--- src/rtl/lp_buffer_pingpong_rd.sv ---
// Two-bank ping-pong frame buffer: gapped fixed-length frame writes fill one bank
// while the other bank is drained on request as a contiguous sop/eop burst.
module lp_buffer_pingpong_rd #(
    parameter int DATA_WIDTH = 32,
    parameter int FRAME_LEN  = 64,
    parameter int ADDR_WIDTH = 6
) (
    input  logic                  i_clk,
    input  logic                  i_reset,
    input  logic [DATA_WIDTH-1:0] i_wr_data,
    input  logic                  i_wr_vld,
    input  logic                  i_wr_sop,
    input  logic                  i_rd_req,
    output logic                  o_rd_ready,
    output logic [DATA_WIDTH-1:0] o_rd_data,
    output logic                  o_rd_vld,
    output logic                  o_rd_sop,
    output logic                  o_rd_eop,
    output logic [1:0]            o_frm_cnt,
    output logic                  o_wr_ovf,
    output logic                  o_wr_err,
    output logic                  o_rd_err
);

    localparam int CW = ADDR_WIDTH + 1;
    localparam logic [CW-1:0] FL_C  = CW'(FRAME_LEN);
    localparam logic [CW-1:0] FL_M1 = CW'(FRAME_LEN - 1);

    typedef enum logic [1:0] {B_EMPTY, B_FILLING, B_FULL, B_DRAINING} bank_state_t;
    typedef enum logic [1:0] {RD_IDLE, RD_PEND, RD_RUN} rd_state_t;

    bank_state_t bank_q [2];
    bank_state_t bank_d [2];
    rd_state_t   rd_state_q, rd_state_d;
    logic        wr_bank_q, wr_bank_d, rd_bank_q, rd_bank_d;
    logic [CW-1:0] wr_cnt_q, wr_cnt_d, rd_ptr_q, rd_ptr_d;

    logic                  ready;
    logic                  wr_en;
    logic [ADDR_WIDTH:0]   wr_addr;
    logic                  ram_rd_en;
    logic [ADDR_WIDTH:0]   ram_rd_addr;
    logic                  ovf_d, werr_d, rerr_d, vld_d, sop_d, eop_d;
    logic [1:0]            frm_cnt_d;

    logic [DATA_WIDTH-1:0] mem [0:2*(2**ADDR_WIDTH)-1];

    assign ready       = (rd_state_q == RD_IDLE) && (bank_q[0] == B_FULL || bank_q[1] == B_FULL);
    assign o_rd_ready  = ready;
    assign ram_rd_addr = {rd_bank_q, rd_ptr_q[ADDR_WIDTH-1:0]};

    always_comb begin
        bank_d[0]  = bank_q[0];
        bank_d[1]  = bank_q[1];
        rd_state_d = rd_state_q;
        wr_bank_d  = wr_bank_q;
        rd_bank_d  = rd_bank_q;
        wr_cnt_d   = wr_cnt_q;
        rd_ptr_d   = rd_ptr_q;
        wr_en      = 1'b0;
        wr_addr    = {wr_bank_q, wr_cnt_q[ADDR_WIDTH-1:0]};
        ram_rd_en  = 1'b0;
        ovf_d      = 1'b0;
        werr_d     = 1'b0;
        rerr_d     = i_rd_req && !ready;
        vld_d      = 1'b0;
        sop_d      = 1'b0;
        eop_d      = 1'b0;

        // Write side only ever touches bank[wr_bank]; a sop needs EMPTY already registered.
        if (i_wr_vld && i_wr_sop) begin
            if (bank_q[wr_bank_q] == B_EMPTY || bank_q[wr_bank_q] == B_FILLING) begin
                werr_d            = (bank_q[wr_bank_q] == B_FILLING);
                bank_d[wr_bank_q] = B_FILLING;
                wr_en             = 1'b1;
                wr_addr           = {wr_bank_q, {ADDR_WIDTH{1'b0}}};
                wr_cnt_d          = CW'(1);
            end else begin
                ovf_d = 1'b1;
            end
        end else if (i_wr_vld && bank_q[wr_bank_q] == B_FILLING) begin
            wr_en    = 1'b1;
            wr_cnt_d = wr_cnt_q + CW'(1);
            if (wr_cnt_q == FL_M1) begin
                bank_d[wr_bank_q] = B_FULL;
                wr_bank_d         = ~wr_bank_q;
            end
        end

        // Read side only touches bank[rd_bank], which the write side never sees as EMPTY/FILLING here.
        case (rd_state_q)
            RD_IDLE: begin
                if (i_rd_req && ready) begin
                    bank_d[rd_bank_q] = B_DRAINING;
                    rd_ptr_d          = '0;
                    rd_state_d        = RD_PEND;
                end
            end
            RD_PEND: begin
                ram_rd_en  = 1'b1;
                vld_d      = 1'b1;
                sop_d      = 1'b1;
                rd_ptr_d   = CW'(1);
                rd_state_d = RD_RUN;
            end
            RD_RUN: begin
                if (rd_ptr_q == FL_C) begin
                    bank_d[rd_bank_q] = B_EMPTY;
                    rd_bank_d         = ~rd_bank_q;
                    rd_state_d        = RD_IDLE;
                end else begin
                    ram_rd_en = 1'b1;
                    vld_d     = 1'b1;
                    eop_d     = (rd_ptr_q == FL_M1);
                    rd_ptr_d  = rd_ptr_q + CW'(1);
                end
            end
            default: rd_state_d = RD_IDLE;
        endcase

        frm_cnt_d = 2'(bank_d[0] == B_FULL) + 2'(bank_d[1] == B_FULL);
    end

    always_ff @(posedge i_clk) begin
        if (i_reset) begin
            bank_q[0]  <= B_EMPTY;
            bank_q[1]  <= B_EMPTY;
            rd_state_q <= RD_IDLE;
            wr_bank_q  <= 1'b0;
            rd_bank_q  <= 1'b0;
            wr_cnt_q   <= '0;
            rd_ptr_q   <= '0;
        end else begin
            bank_q[0]  <= bank_d[0];
            bank_q[1]  <= bank_d[1];
            rd_state_q <= rd_state_d;
            wr_bank_q  <= wr_bank_d;
            rd_bank_q  <= rd_bank_d;
            wr_cnt_q   <= wr_cnt_d;
            rd_ptr_q   <= rd_ptr_d;
        end
    end

    always_ff @(posedge i_clk) begin
        if (i_reset) begin
            o_rd_vld  <= 1'b0;
            o_rd_sop  <= 1'b0;
            o_rd_eop  <= 1'b0;
            o_frm_cnt <= 2'd0;
            o_wr_ovf  <= 1'b0;
            o_wr_err  <= 1'b0;
            o_rd_err  <= 1'b0;
            o_rd_data <= '0;
        end else begin
            o_rd_vld  <= vld_d;
            o_rd_sop  <= sop_d;
            o_rd_eop  <= eop_d;
            o_frm_cnt <= frm_cnt_d;
            o_wr_ovf  <= ovf_d;
            o_wr_err  <= werr_d;
            o_rd_err  <= rerr_d;
            if (ram_rd_en) begin
                o_rd_data <= mem[ram_rd_addr];
            end
        end
    end

    always_ff @(posedge i_clk) begin
        if (wr_en) begin
            mem[wr_addr] <= i_wr_data;
        end
    end

endmodule

--- config.mk ---
export PLATFORM = sky130hd
export DESIGN_NAME = lp_buffer_pingpong_rd
export DESIGN_NICKNAME = d
export VERILOG_FILES = /design/src/rtl/lp_buffer_pingpong_rd.sv
export SDC_FILE = /design/constraint.sdc
export NUM_CORES = 2
export LEC_CHECK = 0
export ABC_CLOCK_PERIOD_IN_PS = 4700
export CAP_MARGIN = 40
export CORE_MARGIN = 5
export CORE_UTILIZATION = 30
export DETAILED_ROUTE_END_ITERATION = 8
export DONT_BUFFER_PORTS = 1
export PLACE_DENSITY = 0.55
export SYNTH_ARGS = -nofsm -noshare
export SYNTH_HDL_FRONTEND = slang
export SYNTH_MEMORY_MAX_BITS = 65536
export SYNTH_SLANG_ARGS = --single-unit
export TNS_END_PERCENT = 30
--- constraint.sdc ---
create_clock -name i_clk -period 4.7 [get_ports i_clk]
set_input_delay 1.175 -clock i_clk [delete_from_list [all_inputs] [get_ports i_clk]]
set_output_delay 1.175 -clock i_clk [all_outputs]
set_load 0.02 [all_outputs]
Word-level counts from Yosys, hierarchy flattened
Memory sizes are Yosys's and may differ from the RTL's. A register that Yosys moved wholly into a read port is not among the register bits.
Index checks and enable logic that the tools add are counted.
{"block": "word_totals", "inputBits": 37, "elab_cells": 113, "n_memories": 2, "romBits": 0, "ramBits": 4100, "ff_bits": 26, "latch_bits": 0}
{"block": "classes", "muxes": 38, "n_div": 0, "n_reduce_logical": 22, "n_eq_ne": 14, "addsub": 3, "mul": 0, "bitwise_logic": 18, "shift": 0, "order_cmp": 4}
{"name": "mem", "words": 128, "width": 32, "read_ports": 1, "rd_ports_with_merged_regs": 1, "wr": 1, "line": "46", "source": "logic [DATA_WIDTH-1:0] mem [0:2*(2**ADDR_WIDTH)-1];"}
{"name": "bank_q", "words": 2, "width": 2, "read_ports": 3, "rd_ports_with_merged_regs": 1, "wr": 2, "line": "32", "source": "bank_state_t bank_q [2];"}
{"op": "$mux W7", "n": 5}
{"op": "$mux W4", "n": 6}
{"op": "$pmux W7 S3", "n": 1}
{"op": "$add A7 B1 Y7 const B", "n": 2}
{"op": "$eq A7 B6 Y1 const B", "n": 2}
{"op": "$mux W1", "n": 13}
{"op": "$mux W2", "n": 6}
{"op": "$mux W6", "n": 2}
{"op": "$eq A2 B2 Y1 const B", "n": 5}
{"op": "$pmux W4 S2", "n": 1}
{"op": "$eq A7 B7 Y1 const B", "n": 1}
{"op": "$logic_and A1 B1 Y1", "n": 7}
{"op": "$pmux W2 S3", "n": 1}
{"op": "$reduce_and A2 Y1", "n": 3}
{"op": "$reduce_and A3 Y1", "n": 2}
{"op": "$reduce_or A3 Y1", "n": 2}
{"op": "$not A1 Y1", "n": 5}
{"op": "$and A2 B2 Y2", "n": 2}
{"op": "$and A4 B4 Y4", "n": 1}
{"op": "$demux W2 S1", "n": 2}
{"op": "$eq A2 B1 Y1 const B", "n": 2}
{"op": "$ge A2 B2 Y1 const B", "n": 2}
{"op": "$logic_not A2 Y1", "n": 2}
{"op": "$lt A2 B1 Y1 const B", "n": 2}
{"op": "15 further kinds", "n": 22}

Logic depth before layout (Yosys ltp)
{"block": "depth", "ltp_word": 15, "depth_mapped": 17, "ltp_nobuf": 10}

Worst setup path before layout
No wires, ideal clock.
{"block": "synth_timing", "path_type": "in2reg", "from": "input i_wr_vld", "to": "memory mem[80][0] (enable)", "setup_time_ns": 0.432, "path_buffers": 1, "slack_ns": 0.527, "arrival_ns": 3.741, "stages": 6, "t_required_ns": 4.268, "path_cell_list": "nand2_1 > nor2b_1 > clkbuf_1 > nor3b_1 > nand3_1 > a21oi_1"}
{"block": "synth_via", "elab_chain_len": 5, "word_cells_on_any_way": 7}
{"element": "start: declaration", "line": "11", "source": "input logic i_wr_vld,"}
{"element": "$logic_and A1 B1 Y1", "line": "81", "source": "end else if (i_wr_vld && bank_q[wr_bank_q] == B_FILLING) begin"}
{"element": "$mux W1", "line": "81"}
{"element": "$mux W1", "line": "71", "source": "if (i_wr_vld && i_wr_sop) begin"}
{"element": "$mux W1", "line": "169", "source": "if (wr_en) begin"}
{"element": "$mux W1 (implied by the code)", "line": "170", "source": "mem[wr_addr] <= i_wr_data;"}
{"element": "end: declaration", "line": "46"}
Several ways; a longest one is shown, not always the timed one.

Worst setup path after layout
{"block": "layout_timing", "from": "register rd_ptr_q[1]", "to": "register o_rd_data[0], read port of mem"}
{"block": "layout_via", "elab_chain_len": 3}
{"element": "start: declaration", "line": "36", "source": "logic [CW-1:0] wr_cnt_q, wr_cnt_d, rd_ptr_q, rd_ptr_d;"}
{"element": "start signal: assignment", "line": "140", "source": "rd_ptr_q <= rd_ptr_d;"}
{"element": "$eq A7 B7 Y1", "line": "107", "source": "if (rd_ptr_q == FL_C) begin"}
{"element": "$mux W1", "line": "107"}
{"element": "$pmux W1 S2", "line": "91", "source": "case (rd_state_q)"}
{"element": "end: declaration", "line": "15", "source": "output logic [DATA_WIDTH-1:0] o_rd_data,"}
Several ways; a longest one is shown, not always the timed one.
A chain may end at the register's enable or synchronous reset.

==> flow_metrics.py <==
metrics = {
    "clocking": {
        "clk_pin_slew_ns": 0.06,
        "postCtsSetupRepairBufs": 0,
        "clockBufferDepth": 4,
        "root_buffer": "clkbuf_16",
        "worstSkewPairLatency_ns": 0.99,
        "cts_resized": 0,
        "cts_hold_buffers": 0,
        "cts_max_level": 5,
        "cts_sinks": 4159,
        "cts_tree": "built",
        "cts_made_buffers": 428,
    },
    "timing": {
        "post-route-min-period_ns": 4.26,
        "rsz0062_at_grt": "no",
        "holdWs_ns": 0.267,
        "setup_viol_count_final": 0,
        "maxSlewViolCount": 0,
        "fin_worst_skew_ns": 0.0450,
        "slew_headroom_pct": 32.7,
        "finalCritPeriodShare_pct": 90.6,
        "hold_viol_final": 0,
        "max_slew.worst_pin.slew_ns": 1.01,
        "fmax_mhz": 235,
        "worst_slack_ns": 0.441,
    },
    "place": {
        "gp_congestion": 0.867,
        "place_hpwl_um": 286000,
        "port_buffers": 0,
        "place_ws_ns": 0.0603,
    },
    "critical_path": {
        "crit_arrival_ns": 5.18,
        "critPathLaunchType": "flop",
        "critical_path_required_ns": 5.62,
        "end_kind": "flop",
        "reg2reg_from": "rd_ptr_q[1]",
        "critPathKind": "reg2reg",
        "ff2ff_setup_slack_ns": 0.44,
        "path_max_fanout": 28,
        "crit_start": "rd_ptr_q[1]",
    },
    "yosys": {
        "seq_area_frac_synth_pct": 77.5,
        "synthCells": 7541,
        "synth_seq_cells": 4159,
        "yosysWarnings": 0,
        "synth_edf_count": 4096,
        "synthArstFlopShare_pct": 0,
        "synth_compound_area_share_pct": 3.45,
        "avgSynthCellArea_um2": 21.3,
        "synthFlopType": "edfxtp_1",
        "synth_mux_area_share_pct": 15.0,
        "synth_top_family_by_area": "multiplexers",
        "yosys.area_share.simple_pct": 2.12,
        "synth_cell_type_count": 74,
        "yosys.area_share.xor_xnor_pct": 0.0328,
        "synthAdderAreaFrac_pct": 0.0624,
        "synth_nets": 7586,
        "synth_area_um2": 160000,
    },
    "floorplanning": {
        "core-area_um2": 533000,
        "fp-row-count": 268,
        "die_w_um": 741,
        "initial_core_util_pct": 30.1,
        "ios": 78,
        "die_y_um": 741,
        "die-area_um2": 549000,
    },
    "power": {
        "leakagePower_uw": 0.0550,
        "peakVddDrop_mv": 0.337,
        "p_per_area_nw_per_um2": 398,
    },
    "flow_run": {
        "maxCapViolations": 0,
    },
    "finish": {
        "drive_above_1_share_pct": 25.3,
        "syn2layout_area_growth_pct": 15.8,
        "nets": 8038,
    },
    "drt": {
        "drt_iter0_markers": 10600,
        "drc_errors": 0,
        "wire_per_inst_um": 31.9,
        "vias": 81900,
        "vias_per_cell": 5.32,
        "drt-pass1-iter-count": 6,
        "final_antenna_net_count": 0,
        "wirelength_um": 492000,
    },
    "min_path": {
        "hold_path.class": "in2reg",
        "min_from": "i_reset",
    },
    "grt": {
        "grt_pass1_vias": 80900,
        "grt_first_pass_wirelength_um": 676000,
        "grt.overflow.total": 0,
        "antenna_found_initial": 35,
        "grt_max_degree": 129,
        "track_usage_pct": 17.4,
    },
    "status": {
        "status": "finished clean",
    },
}
-- cells in the final DEF, fill, tap and decap left out, types with 14 or more instances in the layout --
master     instances
o21ai_0           98
a22oi_1           78
buf_4            377
nand2b_1          15
a32o_1            14
a31oi_1           34
a221oi_1          51
a221o_1           20
o22ai_1           65
a211oi_1          28
dfxtp_1           56
a22o_1            15
mux2i_1          493
diode_2           22
nor2_1           112
clkbuf_16        432
edfxtp_1        4096
nand3_1           60
buf_12            67
o211ai_1          18
nand2_1          267
nor2_4           128
o21ai_1           24
clkinv_2          89
o221ai_1          74
a21oi_1          162
bufinv_16         31
mux2_2            16
nor2b_1           32
clkinv_1          86
nor3_1            46
and3_1            14
clkbuf_1          95
mux4_2           835
-- power breakdown --
group          leakage, µW  switching [µW]  internal, µW  total (µW)
Sequential          0.0373            7.16         40700       40700
Clock              0.00666           14300         18800       33100
Combinational       0.0110             118          50.2         168
Total               0.0550           14400         59600       74000
-- flip-flops by register name, indices dropped and copies added (netlist names), named ones only --
signal	count
o_rd_vld	1
rd_state_q	2
o_wr_ovf	1
o_rd_data	32
wr_cnt_q	7
rd_ptr_q	7
mem	4096
wr_bank_q	1
o_frm_cnt	2
bank_q	4
o_rd_eop	1
o_rd_sop	1
o_wr_err	1
rd_bank_q	1
o_rd_err	1
-- per-stage QoR --
step,area [µm²],total power (µW),setup TNS (ns),cells,util [%]
2_1_floorplan,160000,41600,0,7541,-
3_3_place_gp,171000,41700,-410.71,14500,32.2
3_5_place_dp,172000,41700,0,14600,32.2
4_1_cts,185000,74500,0,15400,34.8
5_1_grt,186000,76100,0,15400,34.8
6_report,186000,74000,0,15400,34.8
-- layer usage --
metal | vias to the layer above | GRT usage (%) | wire [µm]
met1 | 44400 | 23.6 | 196000
met4 | 4 | 5.57 | 17900
li1 | 32600 | - | -
met3 | 707 | 4.59 | 49500
met5 | - | 0 | 21
met2 | 4095 | 27.3 | 228000
-- critical path: stages, from the launching register on --
cell and delay (ns):
dfxtp_4 0.74, buf_16 0.31, nand2b_4 0.40, buf_4 0.35, o221ai_1 0.25, a21oi_1 0.09, o21ai_0 0.51, buf_4 0.24
nand4_1 0.26, a21oi_1 0.62, buf_4 0.22, a22o_1 0.11
-- cell usage after synthesis, types with 65 or more instances --
library cell,count,share of area (%)
a21oi_1,164,0.51
o22ai_1,65,0.25
clkbuf_1,152,0.36
o221ai_1,74,0.40
a22oi_1,78,0.37
nand2_1,269,0.63
mux4_2,835,12
mux2i_1,493,3.1
buf_6,69,0.48
o21ai_0,101,0.32
nor2_1,244,0.57
buf_2,102,0.32
edfxtp_1,4096,77
-- logic make-up after synthesis --
kind of cell,Yosys count
buffers and inverters,454
flip-flops,4159
XOR/XNOR,6
AO/OA/AOI/OAI,795
adder cells (fa/ha/maj),8
multiplexers,1352
AND/OR/NAND/NOR,767
-- area by class of cell --
class                           instances  area [µm²]
Sequential cell                      4159      124000
Antenna cell                           22        55.1
Inverter                               13        66.3
Tap cell                             7020        8780
Timing Repair Buffer                  463        4530
Clock inverter                        247        2230
Fill cell                           48900      347000
Clock buffer                          540       11300
Multi-Input combinational cell       2928       34300
-- path summary, 6_finish.rpt --
kind	endpoint	cells past startpoint
min	o_rd_err	1
max reg2reg	o_rd_data[0]	11
min reg2reg	wr_cnt_q[6]	2
max	o_rd_data[0]	11
(Power assumes the default switching activity.)
